<file path="config.mk">
export PLATFORM = sky130hd
export DESIGN_NAME = fetch_unit
export DESIGN_NICKNAME = d
export VERILOG_FILES = /design/src/rtl/cpu_pkg.sv /design/src/rtl/fetch_queue.sv /design/src/rtl/fetch_unit.sv
export SDC_FILE = /design/constraint.sdc
export NUM_CORES = 1
export LEC_CHECK = 0
export BUFFER_PORTS_ARGS = -buffer_cell sky130_fd_sc_hd__buf_2
export CAP_MARGIN = 10
export CORE_AREA = 4 4 131 133
export CTS_BUF_LIST = sky130_fd_sc_hd__clkbuf_2
export CTS_CLUSTER_DIAMETER = 120
export DETAILED_ROUTE_END_ITERATION = 12
export DIE_AREA = 0 0 135 137
export PLACE_DENSITY = 0.84
export SLEW_MARGIN = 25
export SYNTH_ARGS = -nofsm -noshare
export SYNTH_HDL_FRONTEND = slang
export SYNTH_SLANG_ARGS = --single-unit
</file>
<file path="constraint.sdc">
create_clock -name clk -period 6.2 [get_ports clk]
set_input_delay 0.31 -clock clk [delete_from_list [all_inputs] [get_ports clk]]
set_output_delay 0.31 -clock clk [all_outputs]
set_load 0.02 [all_outputs]
</file>
<file path="src/rtl/cpu_pkg.sv">
// rtl/cpu_pkg.sv - shared widths, NOP encoding, fetch entry type and fetch FSM states
package cpu_pkg;

    localparam int XLEN   = 32;
    localparam int INSN_W = 32;

    // addi x0, x0, 0
    localparam logic [INSN_W-1:0] NOP_INSN = 32'h0000_0013;

    typedef struct packed {
        logic [INSN_W-1:0] insn;
        logic [XLEN-1:0]   pc;
    } fetch_entry_t;

    // RUN: no stale responses outstanding; DRAIN: stale responses still being dropped
    typedef enum logic {
        FETCH_RUN   = 1'b0,
        FETCH_DRAIN = 1'b1
    } fetch_state_t;

endpackage

</file>
<file path="src/rtl/fetch_queue.sv">
// rtl/fetch_queue.sv - synchronous FIFO of fetch entries with push, pop, flush and occupancy
module fetch_queue
    import cpu_pkg::*;
#(
    parameter int DEPTH = 2
) (
    input  logic                   clk,
    input  logic                   flush,
    input  logic                   push,
    input  fetch_entry_t           din,
    input  logic                   pop,
    output fetch_entry_t           dout,
    output logic [$clog2(DEPTH):0] count,
    output logic                   empty,
    output logic                   full
);

    localparam int AW = $clog2(DEPTH);

    fetch_entry_t      mem [DEPTH];
    logic [AW-1:0]     rd_ptr;
    logic [AW-1:0]     wr_ptr;
    logic [AW:0]       cnt;
    logic              do_push;
    logic              do_pop;

    assign empty   = (cnt == '0);
    assign full    = (cnt == (AW+1)'(DEPTH));
    assign count   = cnt;
    assign dout    = mem[rd_ptr];
    // A full queue may still accept a push when the head leaves on the same edge.
    assign do_pop  = pop && !empty;
    assign do_push = push && (!full || do_pop);

    // Storage array; contents are don't-care once flushed, so it needs no reset.
    always_ff @(posedge clk) begin
        if (do_push && !flush) begin
            mem[wr_ptr] <= din;
        end
    end

    // Pointer and occupancy bookkeeping; flush empties the queue in one edge.
    always_ff @(posedge clk) begin
        if (flush) begin
            rd_ptr <= '0;
            wr_ptr <= '0;
            cnt    <= '0;
        end else begin
            if (do_push) begin
                wr_ptr <= wr_ptr + AW'(1);
            end
            if (do_pop) begin
                rd_ptr <= rd_ptr + AW'(1);
            end
            case ({do_push, do_pop})
                2'b10:   cnt <= cnt + (AW+1)'(1);
                2'b01:   cnt <= cnt - (AW+1)'(1);
                default: cnt <= cnt;
            endcase
        end
    end

    a_no_overflow:  assert property (@(posedge clk) disable iff (flush) !(push && full && !pop));
    a_no_underflow: assert property (@(posedge clk) disable iff (flush) !(pop && empty));

endmodule

</file>
<file path="src/rtl/fetch_unit.sv">
// rtl/fetch_unit.sv - instruction fetch stage with prefetch queue, redirect flush and stale-response drop
// Optional: define FETCH_PERF_EN to add perf_fetched / perf_bubbles counters.
module fetch_unit
    import cpu_pkg::*;
#(
    parameter logic [31:0] RESET_PC = 32'h0000_0000,
    parameter int          QDEPTH   = 2
) (
    input  logic        clk,
    input  logic        rst,
    output logic        imem_req_valid,
    input  logic        imem_req_ready,
    output logic [31:0] imem_req_addr,
    input  logic        imem_rsp_valid,
    input  logic [31:0] imem_rsp_data,
    input  logic        redirect_valid,
    input  logic [31:0] redirect_pc,
    input  logic        hold,
    output logic [31:0] instr,
    output logic [31:0] instr_pc,
    output logic        bubble
`ifdef FETCH_PERF_EN
    ,
    output logic [31:0] perf_fetched,
    output logic [31:0] perf_bubbles
`endif
);

    localparam int          CW      = $clog2(QDEPTH) + 1;
    localparam logic [CW:0] CREDITS = (CW+1)'(QDEPTH);

    logic [31:0]   pc;
    logic [CW-1:0] inflight;
    logic [CW-1:0] drop;
    logic [CW-1:0] inflight_next;
    logic [CW-1:0] drop_next;
    fetch_state_t  state;

    fetch_entry_t  q_din, q_head, t_din, t_head;
    logic [CW-1:0] q_count, t_count;
    logic          q_empty, q_full, t_empty, t_full;
    logic          accept, rsp_take, discard, q_push, q_pop, q_flush;
    logic          unused_sigs;

    // Credits cover both outstanding requests and buffered words, so the queue cannot overflow.
    assign imem_req_valid = !rst && !redirect_valid &&
                            (({1'b0, inflight} + {1'b0, q_count}) < CREDITS);
    assign imem_req_addr  = pc;
    assign accept         = imem_req_valid && imem_req_ready;
    assign rsp_take       = imem_rsp_valid && !t_empty;
    assign discard        = rsp_take && (state == FETCH_DRAIN);
    assign q_push         = rsp_take && !discard && !redirect_valid && !rst;
    assign q_flush        = rst || redirect_valid;
    assign bubble         = rst || redirect_valid || q_empty;
    assign q_pop          = !bubble && !hold;
    assign instr          = bubble ? '0 : q_head.insn;
    assign instr_pc       = bubble ? '0 : q_head.pc;

    assign t_din  = '{insn: '0, pc: pc};
    assign q_din  = '{insn: imem_rsp_data, pc: t_head.pc};
    assign unused_sigs = ^{t_head.insn, t_count, t_full, q_full, redirect_pc[1:0]};

    // Request-PC FIFO: tags each response with the address it was fetched from.
    fetch_queue #(.DEPTH(QDEPTH)) u_tag_fifo (
        .clk   (clk),
        .flush (rst),
        .push  (accept),
        .din   (t_din),
        .pop   (rsp_take),
        .dout  (t_head),
        .count (t_count),
        .empty (t_empty),
        .full  (t_full)
    );

    // Prefetch queue feeding the decoder.
    fetch_queue #(.DEPTH(QDEPTH)) u_prefetch_q (
        .clk   (clk),
        .flush (q_flush),
        .push  (q_push),
        .din   (q_din),
        .pop   (q_pop),
        .dout  (q_head),
        .count (q_count),
        .empty (q_empty),
        .full  (q_full)
    );

    // Next in-flight and drop counts; a redirect turns every remaining in-flight request stale.
    always_comb begin
        inflight_next = inflight + CW'(accept) - CW'(rsp_take);
        drop_next     = drop - CW'(discard);
        if (redirect_valid) begin
            drop_next = inflight - CW'(rsp_take);
        end
    end

    // PC, credit counters and RUN/DRAIN state.
    always_ff @(posedge clk) begin
        if (rst) begin
            pc       <= RESET_PC;
            inflight <= '0;
            drop     <= '0;
            state    <= FETCH_RUN;
        end else begin
            inflight <= inflight_next;
            drop     <= drop_next;
            state    <= (drop_next != '0) ? FETCH_DRAIN : FETCH_RUN;
            if (redirect_valid) begin
                pc <= {redirect_pc[31:2], 2'b00};
            end else if (accept) begin
                pc <= pc + 32'd4;
            end
        end
    end

`ifdef FETCH_PERF_EN
    // Performance counters: queue pushes and unstalled bubble cycles, wrapping on overflow.
    always_ff @(posedge clk) begin
        if (rst) begin
            perf_fetched <= '0;
            perf_bubbles <= '0;
        end else begin
            if (q_push) begin
                perf_fetched <= perf_fetched + 32'd1;
            end
            if (bubble && !hold) begin
                perf_bubbles <= perf_bubbles + 32'd1;
            end
        end
    end
`endif

endmodule

</file>
# ---- After elaboration in Yosys (flattened, before gate mapping)
# Memory sizes are Yosys's and may differ from the RTL's. A register that Yosys moved wholly into a read port is not among the register bits.
# Index checks and enable logic that the tools add are counted.
dict set report totals {
  regBits 45
  latchBits 0
  ram_bits 192
  rom_bits 0
  in_bits 70
  out_inout_bits 98
  n_memories 2
}
dict set report classes {
  n_addsub 14
  n_mul 0
  div_mod_pow 0
  order_cmp 1
  eq_ne 6
  n_shift 0
  mux 16
  n_bitwise 0
  reduce_logical 36
}
# name words width read_ports rd_ports_with_merged_regs wr line_no
set mem_list {}
lappend mem_list {u_prefetch_q.mem 2 64 1 1 1 fetch_queue.sv:20} ;# fetch_entry_t mem [DEPTH];
lappend mem_list {u_tag_fifo.mem 2 32 1 1 1 fetch_queue.sv:20}
# operator count
set ops {}
lappend ops {{two-way mux 32 bit} 4}
lappend ops {{adder 32 x 3 -> 32 bit, second input constant} 1}
lappend ops {{logical AND 1 bit} 15}
lappend ops {{zero test 1 bit} 10}
lappend ops {{two-way mux 1 bit} 9}
lappend ops {{== test 2 bit, second input constant} 4}
lappend ops {{one-hot mux 2 bit (2 select lines)} 2}
lappend ops {{nonzero test 2 bit} 4}
lappend ops {{subtractor 2 x 1 -> 2 bit} 3}
lappend ops {{adder 1 bit, second input constant} 4}
lappend ops {{adder 2 x 1 -> 2 bit, second input constant} 2}
lappend ops {{== test 2 x 1 -> 1 bit, second input constant} 2}
lappend ops {{zero test 2 bit} 2}
lappend ops {{logical OR 1 bit} 4}
lappend ops {{subtractor 2 x 1 -> 2 bit, second input constant} 2}
lappend ops {{adder 2 x 2 -> 3 bit} 1}
lappend ops {{< comparator 3 x 2 -> 1 bit, second input constant} 1}
lappend ops {{adder 2 x 1 -> 2 bit} 1}
lappend ops {{two-way mux 2 bit} 1}
lappend ops {{OR reduction 2 bit} 1}

# ---- Depth between registers and ports, before layout
dict set report depth {
  depth_word 12
  depth_mapped 12
  mapped_depth_nobuf 11
}

# ---- Hierarchy
# A second synthesis with hierarchy kept.
dict set report hier_totals {
  cells_unflattened 778
  area_unflattened_um2 12259.3
}
# mod n_inst cells_per_inst area_per_inst_um2
set modules_own_cells {}
lappend modules_own_cells {fetch_queue 2 229 4895.9}
lappend modules_own_cells {fetch_unit 1 320 2467.4}

# ---- Worst setup path after synthesis
# No wires, ideal clock.
dict set report synth_path {
  path_kind {register -> register}
  start {reg u_tag_fifo.cnt[0], in the netlist u_tag_fifo.count[0]}
  end {mem u_prefetch_q.mem[0][10] (netlist bit), enable pin}
  arrival_time_ns 3.658
  required_time_ns 5.718
  setup_slack_ns 2.060
  stages_incl_launch_ff 5
  synth_period_minus_slack_ns 4.140
  path_cell_list {dfxtp_1 > o21ai_0 > a311oi_1 > nand2_1 > nor2_1}
}
dict set report synth_between {
  elab_chain_len 12
}
# item line_no
set synth_rtl {}
lappend synth_rtl {{start, declared} fetch_queue.sv:23} ;# logic [AW:0] cnt;
lappend synth_rtl {{start signal, assigned} fetch_queue.sv:56} ;# 2'b10: cnt <= cnt + (AW+1)'(1);
lappend synth_rtl {{start signal, assigned} fetch_queue.sv:57} ;# 2'b01: cnt <= cnt - (AW+1)'(1);
lappend synth_rtl {{start signal, assigned} fetch_queue.sv:58} ;# default: cnt <= cnt;
lappend synth_rtl {{zero test 2 bit *} fetch_queue.sv:27} ;# assign empty = (cnt == '0);
lappend synth_rtl {{zero test 1 bit *} fetch_unit.sv:50} ;# assign rsp_take = imem_rsp_valid && !t_empty;
lappend synth_rtl {{logical AND 1 bit *} fetch_unit.sv:50}
lappend synth_rtl {{logical AND 1 bit} fetch_unit.sv:51} ;# assign discard = rsp_take && (state == FETCH_DRAIN);
lappend synth_rtl {{zero test 1 bit} fetch_unit.sv:52} ;# assign q_push = rsp_take && !discard && !redirect_valid && !rst;
lappend synth_rtl {{logical AND 1 bit * (3 in a row)} fetch_unit.sv:52}
lappend synth_rtl {{logical AND 1 bit *} fetch_queue.sv:33} ;# assign do_push = push && (!full || do_pop);
lappend synth_rtl {{logical AND 1 bit *} fetch_queue.sv:37} ;# if (do_push && !flush) begin
lappend synth_rtl {{two-way mux 1 bit *} fetch_queue.sv:37}
lappend synth_rtl {{two-way mux 1 bit (implied by the code) *} fetch_queue.sv:38} ;# mem[wr_ptr] <= din;
lappend synth_rtl {{end, declared} fetch_queue.sv:20}
# Every way passes the cells marked *; elsewhere a longest branch is shown, timed or not.

# ---- Final worst setup path
dict set report layout_path {
  start {reg u_prefetch_q.cnt[0], in the netlist u_prefetch_q.count[0]}
  end {reg u_tag_fifo.cnt[1], in the netlist u_tag_fifo.count[1]}
}
dict set report layout_between {
  elab_chain_len 7
}
# item line_no
set layout_rtl {}
lappend layout_rtl {{start, declared} fetch_queue.sv:23}
lappend layout_rtl {{start signal, assigned} fetch_queue.sv:56}
lappend layout_rtl {{start signal, assigned} fetch_queue.sv:57}
lappend layout_rtl {{start signal, assigned} fetch_queue.sv:58}
lappend layout_rtl {{adder 2 x 2 -> 3 bit *} fetch_unit.sv:47} ;# (({1'b0, inflight} + {1'b0, q_count}) < CREDITS);
lappend layout_rtl {{< comparator 3 x 2 -> 1 bit *} fetch_unit.sv:47}
lappend layout_rtl {{logical AND 1 bit *} fetch_unit.sv:46} ;# assign imem_req_valid = !rst && !redirect_valid &&
lappend layout_rtl {{logical AND 1 bit *} fetch_unit.sv:49} ;# assign accept = imem_req_valid && imem_req_ready;
lappend layout_rtl {{logical AND 1 bit *} fetch_queue.sv:33}
lappend layout_rtl {{== test 2 x 1 -> 1 bit / == test 2 bit (equally long branches)} fetch_queue.sv:55} ;# case ({do_push, do_pop})
lappend layout_rtl {{one-hot mux 2 bit (2 select lines) / nonzero test 2 bit (equally long branches)} n/a}
# Marked as above.
# A chain may end at the register's enable or synchronous reset.

==> reports/results.md <==
CTS
- **CTS Buf Count** 53
- **clock tree from TritonCTS** built
- **CTS Buffer Depth** 3
- **clock latency of the later-clocked register in the worst-skew pair** 820 ps
- **number of H-tree levels** 2
- **clock root buffer** sky130_fd_sc_hd__clkbuf_2
- **number of sinks on the clock net** 229
- **Clock Pin Slew Worst Setup and Hold Paths** 140 ps

Routing
- **final antenna-violating net count** 0
- **initial DRC count** 687
- **sum of routed wire length over all layers** 22160 microns
- **routed wirelength normalized by instance count** 18.65 microns
- **via count of the routed design** 6747
- **number of iterations in the first detailed-routing pass** 6
- **number of remaining DRC errors** 0
- **via/cell ratio** 5.679

Placed design
- **number of buffers inserted by port buffering** 161
- **Post-DP HPWL** 13270 microns
- **weighted congestion reported at the end of routability-driven placement** 0.8320
- **instance count after placement with tap cells included** 1031

Yosys
- **biggest area contributors in the synthesized netlist** sky130_fd_sc_hd__edfxtp_1 (59%), sky130_fd_sc_hd__dfxtp_1 (9.6%), sky130_fd_sc_hd__mux2i_1 (6.6%)
- **Distinct cells, synth** 52
- **basic-gate share of the synthesized area counting and, or, nand and nor cells** 11.45%
- **cell with the most instances after synthesis** sky130_fd_sc_hd__edfxtp_1
- **Yosys warning total** 0
- **cell type contributing the most total cell area after synthesis** sky130_fd_sc_hd__edfxtp_1
- **combinational family with the most area after synthesis** simple AND/OR/NAND/NOR gates
- **commonest cells in the netlist** sky130_fd_sc_hd__edfxtp_1 (184), sky130_fd_sc_hd__nor2_1 (93), sky130_fd_sc_hd__mux2i_1 (62), sky130_fd_sc_hd__dfxtp_1 (45), sky130_fd_sc_hd__mux2_2 (30)
- **share of synthesized flip-flops with an asynchronous set or reset** 0%
- **synthesized cell area** 0.009420 sq mm
- **Synth Area in Compound Gates** 5.419%
- **adder-cell area share of the yosys netlist** 1.009%
- **proportion of synthesized chip area in sequential cells** 68.22%
- **Gate Count Post-Synth** 685
- **EDFF count, synth** 184
- **multiplexer share of the synthesized area** 10.17%
- **post-synthesis area per instance** 13.75 sq um
- **flops & latches, synth** 229
- **most frequently used flop master after synthesis** sky130_fd_sc_hd__edfxtp_1
- **XOR/XNOR Fraction of Synth Area** 1.395%
- **post-synth top area share** 58.65%

Setup path
- **endpoint class of the critical path** register
- **kind of cell adding the most delay to the critical path** simple AND/OR/NAND/NOR gates
- **arrival time reported for the critical path endpoint** 4110 ps
- **Crit path largest cell delay** 780 ps
- **maximum fanout along the worst path** 19
- **critical path start-end classification** reg -> reg
- **cell at the slowest stage of the critical path** sky130_fd_sc_hd__nor3b_4
- **required time reported for the critical path endpoint** 6870 ps
- **cell repeated most along the worst path** sky130_fd_sc_hd__inv_1
- **cell chain of the critical path** inv_1, nor2_1, fa_1, nor3b_4, o211a_1, inv_1, ha_1, or3_1, a21oi_1
- **startpoint class of the critical path** register
- **Crit path buffers/inverters** 2

Floorplan
- **Die Footprint** 0.01850 sq mm
- **num ports** 168
- **initial cell density of the core** 59.52%
- **floorplan core area** 0.01583 sq mm
- **vertical die dimension** 137 microns
- **number of placement rows** 46
- **Die Width** 135 microns

STA
- **Fmax** 291.5 MHz
- **largest clock skew in the final design** 98.52 ps
- **max_slew headroom** 29.36%
- **slew at the pin with the worst max-slew slack** 1056 ps
- **setup total negative slack** 0 ps
- **unrepaired setup endpoints after global routing** false
- **worst hold slack across all endpoints** 98.52 ps
- **time the final worst path needs with I/O delays and setup** 3431 ps
- **final hold viol count** 0
- **Pins Over Slew Limit** 0
- **final period utilization** 55.34%
- **total setup violations reported at the end of the flow** 0

Worst hold path
- **worst hold path type** in -> reg

Power and ir drop
- **total power** 3003 uW
- **highest ir drop seen on vdd** 189.1 uV
- **Static Leakage** 0.004310 uW
- **power per cell area** 260.3 mW/mm^2

Finish
- **number of nets in the layout** 1013
- **number of standard cells in the layout, taps in and fillers out** 1188
- **fraction of layout cells with a size suffix above 1** 29.12%
- **antenna diode instance count** 0
- **post-layout util** 72.88%
- **area growth from synthesis to final layout** 22.45%

GRT
- **pin count of the biggest net entering global routing** 66
- **vias in the first global route** 7042
- **grt total ovfl** 0
- **GR Util All Layers** 23.84%
- **initial antenna violation count** 0
- **global-route wire length before repair** 34710 microns

Status
- **run status** completed

Flow run
- **max cap viols** 0

## area by class of cell
cell class	count	area, sq um
Clock buffer	67	335.3
Clock inverter	24	93.84
Fill cell	995	4293
Inverter	12	45.04
Multi-Input combinational cell	406	2824
Sequential cell	229	6430
Tap cell	216	270.3
Timing Repair Buffer	234	1536
## flip-flops by register name, indices dropped and copies added, names as in the netlist, named ones only
name                 count
state                    1
u_tag_fifo.wr_ptr        1
drop                     2
inflight                 2
u_tag_fifo.rd_ptr        1
u_tag_fifo.count         2
u_prefetch_q.count       2
u_prefetch_q.rd_ptr      1
imem_req_addr           30
u_prefetch_q.mem       124
u_prefetch_q.wr_ptr      1
u_tag_fifo.mem          60
## final timing paths
check / to / slack, ps / cells past startpoint / from
hold / removal: u_tag_fifo.wr_ptr$_SDFFE_PP0P_ / 100 / 2 / rst
setup reg to reg: u_tag_fifo.count[1]$_SDFFE_PP0P_ / 2770 / 9 / u_prefetch_q.count[0]$_SDFFE_PP0P_
hold reg to reg: register / 520 / 2 / u_tag_fifo.rd_ptr$_SDFFE_PP0P_
setup / recovery: u_tag_fifo.count[1]$_SDFFE_PP0P_ / 2770 / 9 / u_prefetch_q.count[0]$_SDFFE_PP0P_
## stage by stage
step	worst slack (ps)	instance area, sq um
final	2769	11530
after global routing	2602	11530
after CTS	2618	11500
after detailed placement	2748	10420
after global placement	2916	10420
after floorplan	2060	9432
## kinds of logic after synthesis
group                      after synthesis
AOI/OAI and AO/OA                       70
buffers and inverters                   53
and+or+nand+nor                        218
DFF                                    229
xor gates and xnor gates                15
adders and majority gates                7
muxes                                   92
other                                    1
## metal layers
layer	vias up	share of wire (%)	global-route usage [%]
li1	3103	-	-
met5	-	0	0
met4	0	3.4	11.93
met2	383	50	41.36
met1	3191	37	27.26
met3	70	9.1	6.618
## power by group
group / internal, uW / switching [uW]
Clock: 299 / 560
Sequential: 1740 / 50.9
Combinational: 158 / 199
## cells in the final DEF (no fill, tap or decap), drive strengths merged, types with 14 or more instances in the layout
cell type | Yosys | layout
clkinv | 0 | 22
mux2i | 62 | 62
nand3 | 17 | 17
mux2 | 30 | 30
clkbuf | 25 | 67
buf | 16 | 169
edfxtp | 184 | 184
nor2 | 93 | 93
dlygate4sd3 | 0 | 65
inv | 12 | 14
dfxtp | 45 | 45
nand2 | 28 | 28
## timing repair
action	in CTS	in global routing
setup buffers	0	0
hold buffers	65	0
resized for setup	0	0
hold endpoints to repair	99	0
No activity file was read; power rests on OpenSTA's default activity.
